## src/rtl/game_fsm.sv

```systemverilog
// Snake game supervisor: clear/idle/run/pause/fail/win sequencing, score and end-screen blink.
// Optional macro AUTO_RESTART_EN: FAIL/WIN fall back to CLEAR after 256 frame pulses.
module game_fsm (
    input  logic       clk,
    input  logic       rst_n,
    input  logic       i_restart,
    input  logic       i_start,
    input  logic       i_pause,
    input  logic       i_vsync_pulse,
    input  logic       i_failure,
    input  logic       i_success,
    input  logic       i_eat,
    output logic       o_game_rst_n,
    output logic       o_run,
    output logic [2:0] o_state,
    output logic [7:0] o_score,
    output logic       o_blink
);

    typedef enum logic [2:0] {
        S_CLEAR = 3'd0,
        S_IDLE  = 3'd1,
        S_RUN   = 3'd2,
        S_PAUSE = 3'd3,
        S_FAIL  = 3'd4,
        S_WIN   = 3'd5
    } state_t;

    state_t      r_state;
    state_t      w_next_state;
    logic [1:0]  r_clr_cnt;
    logic        r_pause_d;
    logic        r_eat_d;
    logic        r_game_rst_n;
    logic [7:0]  r_score;
    logic [4:0]  r_frame_cnt;
    logic        w_pause_edge;
    logic        w_eat_edge;
    logic        w_end_now;
    logic        w_end_next;
`ifdef AUTO_RESTART_EN
    logic [7:0]  r_auto_cnt;
    logic        w_timeout;
`endif

    assign w_pause_edge = i_pause & ~r_pause_d;
    assign w_eat_edge   = i_eat & ~r_eat_d;
    assign w_end_now    = (r_state == S_FAIL) || (r_state == S_WIN);
    assign w_end_next   = (w_next_state == S_FAIL) || (w_next_state == S_WIN);

`ifdef AUTO_RESTART_EN
    assign w_timeout = w_end_now && i_vsync_pulse && (r_auto_cnt == 8'd255);
`endif

    always_ff @(posedge clk or negedge rst_n) begin
        if (!rst_n) begin
            r_state <= S_CLEAR;
        end else begin
            r_state <= w_next_state;
        end
    end

    always_comb begin
        w_next_state = r_state;
        if (i_restart) begin
            w_next_state = S_CLEAR;
        end else begin
            case (r_state)
                S_CLEAR: if (r_clr_cnt == 2'd0) w_next_state = S_IDLE;
                S_IDLE:  if (i_start) w_next_state = S_RUN;
                S_RUN: begin
                    if (i_failure)         w_next_state = S_FAIL;
                    else if (i_success)    w_next_state = S_WIN;
                    else if (w_pause_edge) w_next_state = S_PAUSE;
                end
                S_PAUSE: if (w_pause_edge) w_next_state = S_RUN;
                S_FAIL, S_WIN: begin
`ifdef AUTO_RESTART_EN
                    if (w_timeout) w_next_state = S_CLEAR;
`else
                    w_next_state = r_state;
`endif
                end
                default: w_next_state = S_CLEAR;
            endcase
        end
    end

    // Counter idles at 3 outside CLEAR, so every entry into CLEAR starts a fresh 4-cycle window.
    always_ff @(posedge clk or negedge rst_n) begin
        if (!rst_n) begin
            r_clr_cnt <= 2'd3;
        end else if (i_restart || (r_state != S_CLEAR)) begin
            r_clr_cnt <= 2'd3;
        end else if (r_clr_cnt != 2'd0) begin
            r_clr_cnt <= r_clr_cnt - 2'd1;
        end
    end

    always_ff @(posedge clk or negedge rst_n) begin
        if (!rst_n) begin
            r_pause_d    <= 1'b0;
            r_eat_d      <= 1'b0;
            r_game_rst_n <= 1'b0;
        end else begin
            r_pause_d    <= i_pause;
            r_eat_d      <= i_eat;
            r_game_rst_n <= (w_next_state != S_CLEAR);
        end
    end

    always_ff @(posedge clk or negedge rst_n) begin
        if (!rst_n) begin
            r_score <= 8'd0;
        end else if (w_next_state == S_CLEAR) begin
            r_score <= 8'd0;
        end else if ((r_state == S_RUN) && w_eat_edge && (r_score != 8'd255)) begin
            r_score <= r_score + 8'd1;
        end
    end

    // Cleared on the entry and exit edges so the blink phase is 0 in every non-end state.
    always_ff @(posedge clk or negedge rst_n) begin
        if (!rst_n) begin
            r_frame_cnt <= 5'd0;
        end else if (!w_end_now || !w_end_next) begin
            r_frame_cnt <= 5'd0;
        end else if (i_vsync_pulse) begin
            r_frame_cnt <= r_frame_cnt + 5'd1;
        end
    end

`ifdef AUTO_RESTART_EN
    always_ff @(posedge clk or negedge rst_n) begin
        if (!rst_n) begin
            r_auto_cnt <= 8'd0;
        end else if (!w_end_now || !w_end_next) begin
            r_auto_cnt <= 8'd0;
        end else if (i_vsync_pulse) begin
            r_auto_cnt <= r_auto_cnt + 8'd1;
        end
    end
`endif

    assign o_state      = r_state;
    assign o_run        = (r_state == S_RUN);
    assign o_game_rst_n = r_game_rst_n;
    assign o_score      = r_score;
    assign o_blink      = r_frame_cnt[4];

endmodule
```

## config.mk

```make
export PLATFORM = sky130hd
export DESIGN_NAME = game_fsm
export DESIGN_NICKNAME = d
export VERILOG_FILES = /design/src/rtl/game_fsm.sv
export SDC_FILE = /design/constraint.sdc
export NUM_CORES = 1
export LEC_CHECK = 0
export BUFFER_PORTS_ARGS = -buffer_cell sky130_fd_sc_hd__buf_4
export CAP_MARGIN = 20
export CORE_MARGIN = 5
export CORE_UTILIZATION = 25
export DETAILED_ROUTE_END_ITERATION = 10
export MAX_ROUTING_LAYER = met4
export SLEW_MARGIN = 10
export SYNTH_ARGS = -nofsm -noshare
export SYNTH_HDL_FRONTEND = slang
export SYNTH_SLANG_ARGS = --single-unit
```

## constraint.sdc

```tcl
create_clock -name clk -period 2.21 [get_ports clk]
set_input_delay 0.442 -clock clk [delete_from_list [all_inputs] [get_ports clk]]
set_output_delay 0.442 -clock clk [all_outputs]
set_load 0.01 [all_outputs]
```

======== Word level (Yosys, flattened, before mapping) ========
Index checks and enable logic that the tools add are counted.
operators by class
  mux-type cells .......................... 14
  equality and inequality tests ........... 8
  add/subtract/negate cells ............... 3
  bitwise logic cells ..................... 4
  reductions and logical operators ........ 18
operators with widths
  kind                   number
  $mux W3                7
  $mux W8                2
  $pmux W3 S5            1
  $eq A3 B3 Y1 const B   4
  $mux W5                2
  $add A8 B1 Y8 const B  1
  $ne A8 B8 Y1 const B   1
  $reduce_bool A2 Y1     4
  $eq A3 B2 Y1 const B   2
  $logic_not A3 Y1       2
  $reduce_bool A3 Y1     2
  $add A5 B1 Y5 const B  1
  $logic_or A1 B1 Y1     4
  $mux W2                2
  $eq A3 B1 Y1 const B   1
  $and A1 B1 Y1          2
  $logic_and A1 B1 Y1    2
  $logic_not A1 Y1       2
  $logic_not A2 Y1       1
  $not A1 Y1             2
  $reduce_or A2 Y1       1
  $sub A2 B1 Y2 const B  1
storage, ports and cells
  word-level logic and storage cells ...... 54
  input port bits ......................... 9
  output and inout bits ................... 14
  bits in registers ....................... 21

======== Logic depth before layout (Yosys ltp) ========
  depth in word-level cells ............... 12
  mapped depth ............................ 6
  mapped depth without buffers ............ 5

======== Worst setup path before layout ========
Ideal clock, no wire load.
  path type ............................... register to register
  start ................................... register r_clr_cnt[0]
  end ..................................... register r_score[5] (netlist: o_score[5])
  stages on the path, launching flop included .. 6
  arrival ................................. 1.532 ns
  path buffers ............................ 0
  path slack .............................. 0.557 ns
  period minus slack after synthesis ...... 1.653 ns
  required time ........................... 2.090 ns
  setup time .............................. 0.120 ns
  cells stage by stage .................... dfstp_2 -> inv_1 -> ha_1 -> o41ai_2 -> inv_1 -> o211a_1
between the ends
  word-level cells in the longest chain between the ends .. 6
  elaborated cells between the ends (all ways) .. 7
  classes of those cells .................. mux (4); reduce/logical (3)
ends and longest elaborated chain
  what                                           line  text
  start: declaration                             31    logic [1:0] r_clr_cnt;
  start signal: assignment                       96    r_clr_cnt <= r_clr_cnt - 2'd1;
  $logic_not A2 Y1 (*)                           69    S_CLEAR: if (r_clr_cnt == 2'd0) w_next_state = S_IDLE;
  $mux W3 (*)                                    69
  $pmux W3 S5 (*)                                68    case (r_state)
  $mux W3 (*)                                    65    if (i_restart) begin
  $logic_not A3 Y1 (*)                           115   end else if (w_next_state == S_CLEAR) begin
  $mux W8 or $reduce_bool A2 Y1 (tied branches)  -
  end signal: assignment                         118   r_score <= r_score + 8'd1;
  end: declaration                               35    logic [7:0] r_score;
Mark *: on every way between the ends. The rest lies on a longest branch, timed or not.
A chain may end at the register's enable or synchronous reset.

======== Worst setup path in the final report ========
  start ................................... register r_state[1] (netlist: o_state[1])
  end ..................................... output port o_run
between the ends
  word-level cells in the longest chain between the ends .. 1
ends and longest elaborated chain
  what                      line  text
  start: declaration        29    state_t r_state;
  start signal: assignment  59    r_state <= w_next_state;
  $eq A3 B2 Y1              146   assign o_run = (r_state == S_RUN);
  end: declaration          14    output logic o_run,
Every way passes these cells.

==> flow_summary.ini <==
[cells_and_area]
final_area_um2 = 1370
drive_gt1_share_pct = 28.0
final_common_cell = buf_4
final_nets = 145
instances_no_fill = 184
final_cell_mix = buf_4, dfrtp_1, nor2_1
syn_to_final_growth_pct = 24.7
final_util_pct = 31.7
fillCellCount = 468
antenna_cells = 0

[clock_network]
cts_buffers = 3
cts_resized = 0
cts_hold_buffers = 0
clock-root-buffer = clkbuf_8
htree_levels = 1
clockBufferDepth = 2
cts_tree = done
cts_setup_buffers = 0
clkSinkCount = 21
clk_latency_ps = 260
clkTransAtPathRegs_ps = 80

[place]
dp.cells = 180
dp_hpwl_um = 1860
place_area_um2 = 1330
port-buffer-count = 22
place_congestion = 0.790

[power_and_ir_drop]
total_power_mw = 0.841
powerDensity_nw_per_um2 = 613
leakagePower_nw = 0.654
max-vdd-ir-drop_mv = 0.233

[yosys]
synth_edf_count = 0
syn_nets = 118
synth_area_um2 = 1100
ys.warnings.count = 0
synth_seq_cells = 21
synthCells = 106
synth_cell_types = 37
syn_area_per_cell_um2 = 10.4
ys.flop_type = dfrtp_1
synth-seq-area-share_pct = 48.0
async_flop_share_pct = 100

[global_route]
grt.total_usage_pct = 8.99
grt_pass1_wl_um = 4310
overflow = 0
grt_antenna_before_repair = 0
grt_pass1_vias = 936
grt_max_degree = 22

[floorplan]
core_um2 = 4320
dieWidth_um = 76.4
start_util_pct = 25.5
fp.dieH_um = 76.4
die_area_um2 = 5830
pin_count = 23
core.rowCount = 24

[sta]
final_hold_viol_count = 0
fin_crit_sh_pct = 87.7
tns_ps = 0
worst_pin_slew_ps = 371
rsz0062_at_grt = false
fmaxAchievable_mhz = 516
setup_violations = 0
slew_headroom_pct = 75.0
fin_crit_ps = 1940
clock_skew_ps = 4.04
maxSlewViolCount = 0

[setup_path]
path_class = flip-flop to output pin
slowest_stage = dfrtp_1
cpPeakStageDelay_ps = 510
worstPathArrival_ps = 1500
cp_cell_sequence = or3b_4, inv_2, buf_4
crit_required_ps = 1770
worst_setup_path_start_kind = flip-flop
critPathMaxFanout = 10
cp-end-kind = output pin

[drt]
num_vias = 883
vias_per_cell = 4.80
wirelength_um = 2470
drtIter0Drc = 67
first_pass_iters = 4
drt.antenna.violating_nets = 0
wire_per_inst_um = 13.4
route.detailed.drc = 0

[flow_run]
max_cap_viol_count = 0

[run_status]
status = finished, final reports clean

[worst_hold_path]
hold_class = input pin to async pin
## path summary, 6_finish.rpt
path	startpoint	cells past startpoint	slack, ps	end
worst max-delay path	o_state[1]$_DFF_PN0_	3	270	o_run
worst min-delay path	rst_n	1	60	r_eat_d$_DFF_PN0_
worst max register to register	o_state[1]$_DFF_PN0_	4	520	o_score[6]$_DFFE_PN0P_
worst min register to register	r_clr_cnt[1]$_DFFE_PN1P_	2	520	r_clr_cnt[1]$_DFFE_PN1P_
max in group asynchronous	rst_n	1	1870	r_clr_cnt[0]$_DFFE_PN1P_
min in group clk	i_pause	1	300	r_pause_d$_DFF_PN0_
## cells by family (layout without fill, tap and decap cells)
logic type	count (synthesis)	count (layout)	share of synthesized area (%)
and+or+nand+nor	44	44	23.8
DFF	21	21	48.0
AOI/OAI and AO/OA	20	20	13.1
buffers and inverters	8	34	3.41
xor gates and xnor gates	6	6	4.77
muxes	4	4	3.64
adders and majority gates	3	3	3.41
## state kept, by name, summed over array words and instances, names as in the netlist
signal / cells
o_game_rst_n: 1
o_score: 8
o_state: 3
r_clr_cnt: 2
r_eat_d: 1
r_frame_cnt: 5
r_pause_d: 1
## per-stage QoR
| stage | setup slack [ps] | hold slack [ps] |
|---|---|---|
| 2_1_floorplan | 557 | 146 |
| 3_3_place_gp | 606 | 342 |
| 3_5_place_dp | 535 | 346 |
| 4_1_cts | 267 | 60.2 |
| 5_1_grt | 214 | 76.4 |
| 6_report | 273 | 59.8 |
## area by class of cell
type                    instances  area, um2  area share, %
multi-input cells              77        536           39.0
inverters                       7       26.3           1.91
well taps                      52       65.1           4.74
flip-flops and latches         21        528           38.5
clock buffers                   4       45.0           3.28
repair buffers                 23        173           12.6
## metal layers
metal,share of wire (%),global-route usage (%)
met5,0,-
met4,1.6,2.80
met3,5.9,3.43
met2,47,14.1
met1,45,10.6
## cells in the mapped netlist (3+ instances only)
| library cell | instances | share of area (%) |
|---|---|---|
| nor2_1 | 14 | 4.8 |
| a21oi_1 | 4 | 1.8 |
| o21ai_0 | 6 | 2.7 |
| inv_1 | 6 | 2.0 |
| dfrtp_1 | 19 | 43 |
| xor2_1 | 5 | 4.0 |
| ha_1 | 3 | 3.4 |
| nand2_1 | 9 | 3.1 |
| mux2i_1 | 4 | 3.6 |
| nand4_1 | 3 | 1.7 |
## critical path, delay by kind of cell (launching register included)
kind	cells	cell delay, ps
and+or+nand+nor	1	480
DFF	1	510
buffers and inverters	2	250
## report_power, final
group	total, mW	internal (mW)	leakage (nW)	switching [mW]
sequential	0.443	0.419	0.281	0.0240
clock	0.248	0.128	0.0228	0.119
combinational	0.150	0.0703	0.349	0.0801
Power figures use the tool's default switching activity.
